--- src/rtl/neuron_feeder_if.sv ---
// Load, control and neuron-facing signals of neuron_feeder in one bundle.
// The master side loads vectors and starts runs; the slave side is the feeder.
interface neuron_feeder_if #(
    parameter int N     = 8,
    parameter int DEPTH = 16
);
    localparam int AW = $clog2(DEPTH);
    localparam int LW = $clog2(DEPTH + 1);

    logic                 load_we;
    logic [AW-1:0]        load_addr;
    logic signed [N-1:0]  load_w;
    logic signed [N-1:0]  load_x;
    logic                 start;
    logic [LW-1:0]        len;
    logic                 hold;
    logic signed [N-1:0]  W_out;
    logic signed [N-1:0]  X_out;
    logic                 en_out;
    logic                 acc_clr_n;
    logic                 busy;
    logic                 done;

    modport master (
        output load_we, load_addr, load_w, load_x, start, len, hold,
        input  W_out, X_out, en_out, acc_clr_n, busy, done
    );

    modport slave (
        input  load_we, load_addr, load_w, load_x, start, len, hold,
        output W_out, X_out, en_out, acc_clr_n, busy, done
    );
endinterface

--- src/rtl/neuron_feeder.sv ---
// Sequencer that clears a neuron accumulator and streams stored (W,X) pairs into it.
// Handshake: start is a one-cycle request taken only when busy=0; done pulses once per run.
module neuron_feeder #(
    parameter int N     = 8,
    parameter int DEPTH = 16
) (
    input  logic       clk,
    input  logic       rst,
    neuron_feeder_if.slave bus,
    output logic [2:0] fsm_state
);
    localparam int AW = $clog2(DEPTH);
    localparam int LW = $clog2(DEPTH + 1);

    typedef enum logic [2:0] {
        IDLE   = 3'd0,
        CLEAR  = 3'd1,
        STREAM = 3'd2,
        DRAIN  = 3'd3,
        DONE   = 3'd4
    } state_t;

    state_t              state, state_d;
    logic [AW-1:0]       idx, idx_d;
    logic [LW-1:0]       cnt, cnt_d;
    logic [LW-1:0]       len_clamped;
    logic signed [N-1:0] w_d, x_d;
    logic                en_d, clr_n_d;

    logic signed [N-1:0] mem_w [DEPTH];
    logic signed [N-1:0] mem_x [DEPTH];

    assign fsm_state   = state;
    assign len_clamped = (bus.len > LW'(DEPTH)) ? LW'(DEPTH) : bus.len;

    // Vector memories are only writable while idle so a run sees a stable snapshot.
    always_ff @(posedge clk) begin
        if (state == IDLE && bus.load_we) begin
            mem_w[bus.load_addr] <= bus.load_w;
            mem_x[bus.load_addr] <= bus.load_x;
        end
    end

    always_comb begin
        state_d = state;
        idx_d   = idx;
        cnt_d   = cnt;
        w_d     = bus.W_out;
        x_d     = bus.X_out;
        en_d    = 1'b0;
        clr_n_d = 1'b1;
        case (state)
            IDLE: begin
                if (bus.start) begin
                    idx_d = '0;
                    cnt_d = len_clamped;
                    if (len_clamped == '0) begin
                        state_d = DONE;
                    end else begin
                        state_d = CLEAR;
                        clr_n_d = 1'b0;
                    end
                end
            end
            CLEAR: state_d = STREAM;
            STREAM: begin
                if (!bus.hold) begin
                    w_d   = mem_w[idx];
                    x_d   = mem_x[idx];
                    en_d  = 1'b1;
                    idx_d = idx + AW'(1);
                    cnt_d = cnt - LW'(1);
                    if (cnt == LW'(1)) state_d = DRAIN;
                end
            end
            DRAIN:   state_d = DONE;
            DONE:    state_d = IDLE;
            default: state_d = IDLE;
        endcase
    end

    // All outputs are registered from the next-state view so they align with state.
    always_ff @(posedge clk or negedge rst) begin
        if (!rst) begin
            state         <= IDLE;
            idx           <= '0;
            cnt           <= '0;
            bus.W_out     <= '0;
            bus.X_out     <= '0;
            bus.en_out    <= 1'b0;
            bus.acc_clr_n <= 1'b1;
            bus.busy      <= 1'b0;
            bus.done      <= 1'b0;
        end else begin
            state         <= state_d;
            idx           <= idx_d;
            cnt           <= cnt_d;
            bus.W_out     <= w_d;
            bus.X_out     <= x_d;
            bus.en_out    <= en_d;
            bus.acc_clr_n <= clr_n_d;
            bus.busy      <= (state_d != IDLE);
            bus.done      <= (state_d == DONE);
        end
    end
endmodule

--- src/flat_wrapper.sv ---
// flat-port wrapper written by rule: the top's interface ports become plain ports
module neuron_feeder_flat 
#(
    parameter int N     = 8,
    parameter int DEPTH = 16
)
  (clk, rst, fsm_state, bus_load_we, bus_load_addr, bus_load_w, bus_load_x, bus_start, bus_len, bus_hold, bus_W_out, bus_X_out, bus_en_out, bus_acc_clr_n, bus_busy, bus_done);
  neuron_feeder_if #(.N(N), .DEPTH(DEPTH)) bus_i ();
  input  logic clk;
  input  logic rst;
  output logic [2:0] fsm_state;
  input wire logic [$bits(bus_i.load_we)-1:0] bus_load_we;
  input wire logic [$bits(bus_i.load_addr)-1:0] bus_load_addr;
  input wire logic [$bits(bus_i.load_w)-1:0] bus_load_w;
  input wire logic [$bits(bus_i.load_x)-1:0] bus_load_x;
  input wire logic [$bits(bus_i.start)-1:0] bus_start;
  input wire logic [$bits(bus_i.len)-1:0] bus_len;
  input wire logic [$bits(bus_i.hold)-1:0] bus_hold;
  output wire logic [$bits(bus_i.W_out)-1:0] bus_W_out;
  output wire logic [$bits(bus_i.X_out)-1:0] bus_X_out;
  output wire logic [$bits(bus_i.en_out)-1:0] bus_en_out;
  output wire logic [$bits(bus_i.acc_clr_n)-1:0] bus_acc_clr_n;
  output wire logic [$bits(bus_i.busy)-1:0] bus_busy;
  output wire logic [$bits(bus_i.done)-1:0] bus_done;
  assign bus_i.load_we = bus_load_we;
  assign bus_i.load_addr = bus_load_addr;
  assign bus_i.load_w = bus_load_w;
  assign bus_i.load_x = bus_load_x;
  assign bus_i.start = bus_start;
  assign bus_i.len = bus_len;
  assign bus_i.hold = bus_hold;
  assign bus_W_out = bus_i.W_out;
  assign bus_X_out = bus_i.X_out;
  assign bus_en_out = bus_i.en_out;
  assign bus_acc_clr_n = bus_i.acc_clr_n;
  assign bus_busy = bus_i.busy;
  assign bus_done = bus_i.done;
  neuron_feeder #(.N(N), .DEPTH(DEPTH)) u_core (.clk(clk), .rst(rst), .bus(bus_i), .fsm_state(fsm_state));
endmodule
--- config.mk ---
export PLATFORM = sky130hd
export DESIGN_NAME = neuron_feeder_flat
export DESIGN_NICKNAME = d
export VERILOG_FILES = /design/src/rtl/neuron_feeder_if.sv /design/src/rtl/neuron_feeder.sv /design/src/flat_wrapper.sv
export SDC_FILE = /design/constraint.sdc
export NUM_CORES = 1
export LEC_CHECK = 0
export BUFFER_PORTS_ARGS = -buffer_cell sky130_fd_sc_hd__buf_4
export CAP_MARGIN = 20
export CORE_UTILIZATION = 56
export DETAILED_ROUTE_END_ITERATION = 10
export HOLD_SLACK_MARGIN = 0.12
export PLACE_DENSITY = 0.71
export SLEW_MARGIN = 20
export SYNTH_ARGS = -nofsm -noshare
export SYNTH_HDL_FRONTEND = slang
export SYNTH_SLANG_ARGS = --single-unit
--- constraint.sdc ---
create_clock -name clk -period 4 [get_ports clk]
set_input_delay 0.6 -clock clk [delete_from_list [all_inputs] [get_ports clk]]
set_output_delay 0.6 -clock clk [all_outputs]
set_load 0.03 [all_outputs]
==> results.sh, run 1 <==
export IMPL_antenna_found_initial=0
export IMPL_final_setup_skew_ns=0.01176
export IMPL_syn_inst=550
export IMPL_io_pin_count=53
export IMPL_cts_buffers_inserted=29
export IMPL_max_cap_violations=0
export IMPL_cts_tree="built"
export IMPL_finalCritPeriodShare_pct=75.85
export IMPL_synth_flop_cell="edfxtp_1"
export IMPL_grt_setup_unrepaired="no"
export IMPL_finalSetupTns_ns=0
export IMPL_holdCritPathClass="in2reg"
export IMPL_synth_top_area_share_pct=68.39
export IMPL_cp_num_buf_inv=0
export IMPL_clk_pin_slew_ns=0.06
export IMPL_worstSetupPathDepth=3
export IMPL_worst_path_max_delay_cell="nor2_2"
export IMPL_p_leak_nw=4.264
export IMPL_post_dp_hpwl_mm=14.12
export IMPL_dieArea_sq_um=20640
export IMPL_drc=0
export IMPL_placed_cells=857
export IMPL_die_h_um=143.7
export IMPL_syn_avg_cell_area_sq_um=20.44
export IMPL_crit_path_start_kind="flop"
export IMPL_drt_iter0_markers=573
export IMPL_critPathMaxFanout=16
export IMPL_regToRegSetupSlack_ns=0.97
export IMPL_final_hold_viol_count=0
export IMPL_drive_above_1_share_pct=34.06
export IMPL_slew_headroom_pct=30.67
export IMPL_fmax_ghz=0.3296
export IMPL_synth_top_cells_by_count="edfxtp_1 (256), mux4_2 (64), nand3_1 (37), dfrtp_1 (31), nand2_1 (20)"
export IMPL_n_fill_cell=1273
export IMPL_design_area_sq_um=13010
export IMPL_cp_startpoint="u_core.fsm_state[2]"
export IMPL_endpoint_kind="flop"
export IMPL_grt_ovfl_total=0
export IMPL_syn_num_nets=583
export IMPL_layoutNonFillerInstCount=911
export IMPL_firstDrtPassIters=5
export IMPL_syn_area_sq_um=11240
export IMPL_synth_area_leader_cell="edfxtp_1"
export IMPL_grt_max_degree=38
export IMPL_clock_path_buffers=3
export IMPL_dpl_instance_area_sq_um=12030
export IMPL_required_ns=4.15
export IMPL_cts_sinks=288
export IMPL_max_stage_delay_ns=0.88
export IMPL_status="finished, final reports clean"
export IMPL_cts_resized=0
export IMPL_ys_top_cells_by_area="edfxtp_1 (68%), mux4_2 (13%), dfrtp_1 (6.9%)"
export IMPL_synth_seq_cells=288
export IMPL_die_x_um=143.7
export IMPL_core_area_sq_um=19590
export IMPL_crit_chain="nor4b_1 > nand3b_1 > nor2_2"
export IMPL_grt_first_pass_wirelength_mm=36.10
export IMPL_crit_path_end="u_core.mem_w[13][2]"
export IMPL_arrival_ns=3.18
export IMPL_synth_cell_types=43
export IMPL_reg2reg_to="u_core.mem_w[13][2]"
export IMPL_synthToLayoutAreaGrowth_pct=15.76
export IMPL_ir_drop_mv=0.5231
export IMPL_p_per_area_nw_per_um2=639.5
export IMPL_yosysMostFrequentCell="edfxtp_1"
export IMPL_slew_violations=0
export IMPL_cts_root_buf="clkbuf_16"
export IMPL_io_buffers=52
export IMPL_crit_family="simple AND/OR/NAND/NOR gates"
export IMPL_grt_pass1_vias=5929
export IMPL_finalSetupViolations=0
export IMPL_track_usage_pct=24.78
export IMPL_ff2ff_path_depth=3
export IMPL_antenna_cells=0
export IMPL_layout_min_cycle_time_ns=3.034
export IMPL_fin_nets=657
export IMPL_ant_nets=0
export IMPL_drt_wl_total_mm=24.04
export IMPL_synthArstFlopShare_pct=11.11
export IMPL_drt_vias_per_instance=6.310
export IMPL_tightest_slew_ns=1.039
export IMPL_ys_seq_area_share_pct=75.52
export IMPL_synth_edf_count=256
export IMPL_cts_hold_buffers=1
export IMPL_dr_total_vias=5748
export IMPL_rows=51
export IMPL_synth_warning_count=0
export IMPL_hold_start="bus_len[0]"
export IMPL_clock_latency_ns=0.54
export IMPL_post_cts_setup_buffer_count=0
export IMPL_critPathKind="reg2reg"
export IMPL_avgRoutedWirePerCell_um=26.38
export IMPL_r2r_start="u_core.fsm_state[2]"
export IMPL_start_util_pct=57.38
export IMPL_gp_congestion=0.8679
export IMPL_h_tree_depth=1
==> placed cells by master, fill, tap and decap left out, types with 5 or more instances in the layout <==
master     instances
clkbuf_16         29
o2111ai_1          7
o21ai_0            5
o2111ai_2         10
buf_4             74
nor2_2            13
nand3_1           37
nand2_1           20
dfrtp_1           29
edfxtp_1         256
clkinv_2           6
mux4_2            64
mux2i_1           19
==> cell families (layout without fill, tap and decap cells) <==
logic type               count (synthesis)  after routing  synth area share [%]
flip-flops                             288            288                 75.52
AND/OR/NAND/NOR                        102            102                 4.831
multiplexers                            84             84                 14.61
buffers and inverters                   38            134                 1.725
AO/OA/AOI/OAI                           34             34                 2.894
adder cells (fa/ha/maj)                  3              3                0.3340
XOR/XNOR                                 1              1               0.07793
==> cell type report <==
type                       instances  area, sq um  area share (%)
timing repair buffer              76        585.6           4.500
multi-input combinational        224         2608           20.04
sequential                       288         8494           65.28
clock buffer                      34        764.5           5.875
tap                              265        331.6           2.548
inverter                           5        23.77          0.1827
clock inverter                    19        205.2           1.577
==> power by group <==
part / switching (mW) / internal, mW / leakage [nW] / total, mW
combinational: 0.997 / 0.865 / 1.09 / 1.86
sequential: 0.258 / 3.48 / 2.70 / 3.73
clock: 1.10 / 1.62 / 0.471 / 2.73
==> flip-flops by register name, indices dropped and copies added, names as in the netlist <==
name,flops
u_core.bus.W_out,8
u_core.fsm_state,3
u_core.bus.busy,1
u_core.bus.acc_clr_n,1
u_core.bus.en_out,1
u_core.bus.X_out,8
u_core.idx,4
u_core.mem_w,128
u_core.bus.done,1
u_core.cnt,5
u_core.mem_x,128
==> routing by layer <==
layer	part of all wire (%)	vias to the layer above	track usage, %
met2	48	260	40.24
met5	0	-	0
met3	7.6	68	4.632
met4	3.8	0	9.574
met1	40	3005	33.69
li1	-	2415	-
==> through the flow <==
step / worst slack [ns] / total power [mW] / hold WS [ns] / util (%)
2_1_floorplan: 0.8196 / 5.088 / 0.3044 / -
3_3_place_gp: 1.173 / 5.630 / 0.4728 / 61.42
3_5_place_dp: 1.022 / 5.664 / 0.4884 / 61.42
4_1_cts: 1.080 / 8.386 / 0.3338 / 66.42
5_1_grt: 0.8950 / 8.629 / 0.3516 / 66.42
6_report: 0.9660 / 8.322 / 0.3573 / 66.42
==> worst min-delay path by stage <==
stage | to | slack, ns | depth (start not counted)
floorplan | u_core.bus.W_out[0] | 0.30 | 0
global placement | u_core.cnt[4] | 0.47 | 1
detailed placement | u_core.bus.W_out[1] | 0.49 | 2
CTS | u_core.bus.acc_clr_n | 0.33 | 2
global route | u_core.bus.acc_clr_n | 0.35 | 2
finish | u_core.bus.acc_clr_n | 0.36 | 2
(Power assumes the default switching activity.)
==> inputs of run 2 (changes only) <==
==> constraint.sdc (replaced) <==
create_clock -name clk -period 3 [get_ports clk]
set_input_delay 0.45 -clock clk [delete_from_list [all_inputs] [get_ports clk]]
set_output_delay 0.45 -clock clk [all_outputs]
set_load 0.03 [all_outputs]
==> run 2 against run 1 <==
  * Power rose by 31%
  * Design area barely moved
  * Core utilization barely moved
==> results.sh, run 2 (synthesis gave the netlist of run 1 again) <==
export IMPL_cts_buffers_inserted=28
export IMPL_gp_congestion=0.7815
export IMPL_p_leak_nw=4.262
export IMPL_grt_setup_unrepaired="no"
export IMPL_start_util_pct=57.38
export IMPL_ant_nets=0
export IMPL_swShare_pct=28.21
export IMPL_final_hold_viol_count=0
export IMPL_status="finished, final reports clean"
export IMPL_holdCritPathClass="in2reg"
export IMPL_final_setup_skew_ns=0.01505
export IMPL_reg_top3="u_core.mem_w x128, u_core.mem_x x128"
export IMPL_cts_resized=0
export IMPL_layout_min_cycle_time_ns=2.622
export IMPL_grt_max_degree=68
export IMPL_multi_input_area_sq_um=2608
export IMPL_max_cap_violations=0
export IMPL_die_x_um=143.7
export IMPL_grt_ovfl_total=0
export IMPL_final_cell_mix="edfxtp_1 (256), buf_4 (75), mux4_2 (64)"
export IMPL_antenna_cells=0
export IMPL_cts_root_buf="clkbuf_16"
export IMPL_drt_wl_total_mm=23.31
export IMPL_layoutNonFillerInstCount=913
export IMPL_critPathKind="reg2reg"
export IMPL_finalSetupTns_ns=0
export IMPL_track_usage_pct=24.31
export IMPL_finalSetupViolations=0
export IMPL_clock_latency_ns=0.54
export IMPL_arrival_ns=2.83
export IMPL_firstDrtPassIters=4
export IMPL_power_switching_mw=3.066
export IMPL_io_pin_count=53
export IMPL_tightest_slew_ns=0.8635
export IMPL_clk_pin_slew_ns=0.06
export IMPL_die_h_um=143.7
export IMPL_clock_path_buffers=3
export IMPL_post_cts_setup_buffer_count=0
export IMPL_rows=51
export IMPL_layout_commonest_cell="edfxtp_1"
export IMPL_crit_path_start_kind="flop"
export IMPL_avgRoutedWirePerCell_um=25.53
export IMPL_drt_vias_per_instance=6.194
export IMPL_cts_sinks=288
export IMPL_finalCritPeriodShare_pct=87.41
export IMPL_cts_tree="built"
export IMPL_post_dp_hpwl_mm=13.82
export IMPL_fin_nets=661
export IMPL_combPwrFrac_pct=23.9
export IMPL_synthToLayoutAreaGrowth_pct=15.78
export IMPL_core_area_sq_um=19590
export IMPL_placed_cells=862
export IMPL_critPathMaxFanout=16
export IMPL_seq_power_share_pct=45.0
export IMPL_ff_latch_area_sq_um=8494
export IMPL_antenna_found_initial=0
export IMPL_io_buffers=52
export IMPL_slew_violations=0
export IMPL_slew_headroom_pct=41.62
export IMPL_drt_iter0_markers=419
export IMPL_required_ns=3.20
export IMPL_drive_above_1_share_pct=33.49
export IMPL_fmax_ghz=0.3813
export IMPL_endpoint_kind="flop"
export IMPL_cts_hold_buffers=1
export IMPL_grt_pass1_vias=5856
export IMPL_p_int_mw=7.803
export IMPL_drc=0
export IMPL_dr_total_vias=5655
export IMPL_h_tree_depth=1
export IMPL_n_fill_cell=1257
export IMPL_dieArea_sq_um=20640
export IMPL_power_frac_clock_pct=31.1
export IMPL_grt_first_pass_wirelength_mm=35.56
export IMPL_p_per_area_nw_per_um2=835.1
export IMPL_ir_drop_mv=0.5125
==> run 2: changes by cell type in the layout (fill, tap and decap cells not counted) <==
cell	delta
inv_6	-1
buf_12	+4
clkinvlp_4	-2
clkbuf_8	-2
clkinv_8	+1
clkinv_2	-1
clkinv_4	-1
bufinv_16	-1
buf_4	+1
clkbuf_1	+5
clkbuf_16	-1
==> run 2: cell type report <==
type	instances	area share (%)
timing repair buffer	81	5.172
clock buffer	36	5.614
tap	265	2.548
multi-input combinational	224	20.03
clock inverter	14	1.182
inverter	5	0.1827
sequential	288	65.27
==> run 2: path summary, 6_finish.rpt <==
check	from	to	depth (start not counted)	slack, ns
min in group asynchronous	rst	u_core.bus.done	2	0.44
max in group asynchronous	rst	u_core.idx[1]	2	2.16
worst min register to register	u_core.cnt[4]	u_core.cnt[4]	1	0.49
worst max-delay path	u_core.fsm_state[0]	u_core.mem_x[8][2]	4	0.38
worst min-delay path	bus_len[0]	u_core.bus.acc_clr_n	2	0.18
worst max register to register	u_core.fsm_state[0]	u_core.mem_x[8][2]	4	0.38
==> run 2: worst max-delay path: stages (launching register included) <==
cell	delay, ns
dfrtp_1	0.49
nor4b_1	0.81
or3b_1	0.53
nor2_2	0.13
buf_4	0.32
==> run 2: per-layer routing <==
metal | vias to the layer above | track usage [%] | wire length (um)
met5 | - | 0 | 0
met4 | 0 | 8.735 | 707
met3 | 49 | 3.266 | 1401
met2 | 227 | 40.16 | 11680
met1 | 2951 | 33.65 | 9514
li1 | 2428 | - | -
==> run 2: metrics by stage <==
step | hold slack (ns) | instance area [sq um] | worst slack, ns | power [mW] | utilization (%)
after floorplan | 0.1544 | 11250 | 0.03807 | 6.785 | -
after CTS | 0.1670 | 13020 | 0.3729 | 10.97 | 66.44
after global routing | 0.1926 | 13020 | 0.1883 | 11.28 | 66.44
final | 0.1850 | 13020 | 0.3776 | 10.87 | 66.44
after detailed placement | 0.4560 | 12120 | 0.3989 | 7.597 | 61.87
after global placement | 0.4420 | 12120 | 0.5330 | 7.529 | 61.87
==> run 2: power by group through the flow <==
stage	sequential (mW)	clock, mW	combinational, mW
global placement	4.96	0	2.57
detailed placement	4.97	0	2.62
finish	4.89	3.39	2.59
CTS	4.89	3.43	2.64
floorplan	5.09	0	1.70
global route	4.92	3.58	2.78
==> inputs of run 3 (changes only) <==
--- a/config.mk
+++ b/config.mk
@@ -7,10 +7,11 @@
 export LEC_CHECK = 0
 export BUFFER_PORTS_ARGS = -buffer_cell sky130_fd_sc_hd__buf_4
 export CAP_MARGIN = 20
-export CORE_UTILIZATION = 56
+export CORE_MARGIN = 2
+export CORE_UTILIZATION = 55
 export DETAILED_ROUTE_END_ITERATION = 10
 export HOLD_SLACK_MARGIN = 0.12
-export PLACE_DENSITY = 0.71
+export PLACE_DENSITY = 0.72
 export SLEW_MARGIN = 20
 export SYNTH_ARGS = -nofsm -noshare
 export SYNTH_HDL_FRONTEND = slang
==> constraint.sdc (replaced) <==
create_clock -name clk -period 2.25 [get_ports clk]
set_input_delay 0.3375 -clock clk [delete_from_list [all_inputs] [get_ports clk]]
set_output_delay 0.3375 -clock clk [all_outputs]
set_load 0.03 [all_outputs]
==> run 3 against run 2 <==
  * Register-to-register slack got worse by 0.33 ns
  * Maximum frequency rose by 19%
  * Critical path depth did not move
  * Hold slack got worse by 0.058 ns
  * Combinational power rose by 44%
  * Setup slack got worse by 0.33 ns
  * Count of clock-buffer cells in the layout rose by 2
  * Wire length rose by 7.2%
  * Design area rose by 2.6%
  * Clock power rose by 27%
  * Sequential share of layout area fell by 1.6 points
  * Non-clock buffer count rose by 33
  * Critical path type unchanged
  * Largest cell class unchanged
==> results.sh, run 3 (synthesis gave the netlist of run 1 again) <==
export IMPL_dpl_instance_area_sq_um=12350
export IMPL_status="finished, final reports clean"
export IMPL_finalSetupViolations=0
export IMPL_grt_ovfl_total=0
export IMPL_antenna_cells=0
export IMPL_firstDrtPassIters=7
export IMPL_power_mw=14.49
export IMPL_final_cell_mix="edfxtp_1 (256), buf_4 (92), mux4_2 (64)"
export IMPL_arrival_ns=2.43
export IMPL_track_usage_pct=23.92
export IMPL_rows=52
export IMPL_drc=0
export IMPL_critPathKind="reg2reg"
export IMPL_crit_path_start_kind="flop"
export IMPL_tightest_slew_ns=0.7048
export IMPL_drt_iter0_markers=493
export IMPL_grt_setup_unrepaired="no"
export IMPL_ff2ff_path_depth=4
export IMPL_dieArea_sq_um=21600
export IMPL_avgRoutedWirePerCell_um=26.21
export IMPL_max_cap_violations=0
export IMPL_required_ns=2.48
export IMPL_cts_tree="built"
export IMPL_fin_nets=694
export IMPL_p_leak_nw=4.432
export IMPL_n_fill_cell=1335
export IMPL_layout_commonest_cell="edfxtp_1"
export IMPL_endpoint_kind="flop"
export IMPL_core_area_sq_um=20170
export IMPL_die_h_um=147.0
export IMPL_antenna_found_initial=0
export IMPL_finalCritPeriodShare_pct=97.93
export IMPL_grt_first_pass_wirelength_mm=37.96
export IMPL_io_buffers=52
export IMPL_cts_buffers_inserted=28
export IMPL_h_tree_depth=1
export IMPL_post_dp_hpwl_mm=15.42
export IMPL_regToRegSetupSlack_ns=0.05
export IMPL_drt_wl_total_mm=24.98
export IMPL_grt_max_degree=36
export IMPL_design_area_sq_um=13350
export IMPL_fmax_ghz=0.4539
export IMPL_cts_sinks=288
export IMPL_hold_slack_ns=0.1269
export IMPL_cts_resized=0
export IMPL_dr_total_vias=5846
export IMPL_critPathMaxFanout=7
export IMPL_clock_latency_ns=0.54
export IMPL_clk_pin_slew_ns=0.06
export IMPL_clock_path_buffers=3
export IMPL_ant_nets=0
export IMPL_start_util_pct=55.73
export IMPL_io_pin_count=53
export IMPL_ir_drop_mv=0.7019
export IMPL_synthToLayoutAreaGrowth_pct=18.78
export IMPL_utilization_pct=66.20
export IMPL_p_per_area_nw_per_um2=1085
export IMPL_hold_path_cell_count=1
export IMPL_die_x_um=147.0
export IMPL_final_hold_viol_count=0
export IMPL_holdCritPathClass="in2reg"
export IMPL_slew_violations=0
export IMPL_final_setup_skew_ns=0.02800
export IMPL_gp_congestion=0.8691
export IMPL_layout_min_cycle_time_ns=2.203
export IMPL_drive_above_1_share_pct=35.43
export IMPL_reg_top3="u_core.mem_w x128, u_core.mem_x x128"
export IMPL_grt_pass1_vias=6161
export IMPL_cts_root_buf="clkbuf_16"
export IMPL_slew_headroom_pct=53.01
export IMPL_drt_vias_per_instance=6.134
[run 3: cell types whose count changed in the layout (fill, tap and decap cells not counted), sizes merged]
cell and change:
clkinv +2, buf +20, clkinvlp +1, clkbuf +2, dlygate4sd3 +13, bufinv -3
[run 3: area by class of cell]
type / instances / area, sq um / area share, %
Sequential cell: 288 / 8496 / 63.63
Multi-Input combinational cell: 224 / 2646 / 19.82
Timing Repair Buffer: 114 / 991.0 / 7.422
Clock buffer: 38 / 778.2 / 5.829
Tap cell: 270 / 337.8 / 2.530
Clock inverter: 14 / 78.83 / 0.5904
Inverter: 5 / 23.77 / 0.1781
[run 3: power by group]
part / leakage (nW) / internal [mW] / switching, mW
Sequential: 2.70 / 6.18 / 0.285
Clock: 0.417 / 2.42 / 1.88
Combinational: 1.31 / 1.72 / 2.00
[run 3: timing repair]
item                       in CTS  in global routing
hold buffers                   14                  0
hold endpoints to repair      188                  0
setup endpoints to repair       0                  3
buffers inserted                0                  0
[run 3: stage by stage]
stage	instances	TNS [ns]	setup slack, ns
6_report	953	0	0.04667
5_1_grt	953	0	0.006528
4_1_cts	953	0	0.04995
3_5_place_dp	887	0	0.09754
3_3_place_gp	887	0	0.1498
2_1_floorplan	550	-1.901	-0.06628
[run 3: critical path: stages, from the launching register on]
cell	delay [ns]
dfrtp_1	0.40
nor4b_4	0.49
or3b_4	0.51
nor3_4	0.26
buf_4	0.22
[run 3: final timing paths]
| kind | from | endpoint |
|---|---|---|
| max | u_core.fsm_state[1] | u_core.mem_w[0][1] |
| min | bus_load_w[1] | u_core.mem_w[9][1] |
| max reg2reg | u_core.fsm_state[1] | u_core.mem_w[0][1] |
| min reg2reg | u_core.bus.X_out[3] | u_core.bus.X_out[3] |
| max in group asynchronous | rst | u_core.idx[0] |
| min in group asynchronous | rst | u_core.bus.X_out[3] |
[run 3: per-layer routing]
layer / track usage (%) / up-vias / part of all wire (%)
li1: - / 2499 / -
met1: 33.44 / 3077 / 40
met2: 40.05 / 244 / 51
met3: 4.348 / 26 / 7.3
met4: 5.962 / 0 / 1.4
met5: 0 / - / 0
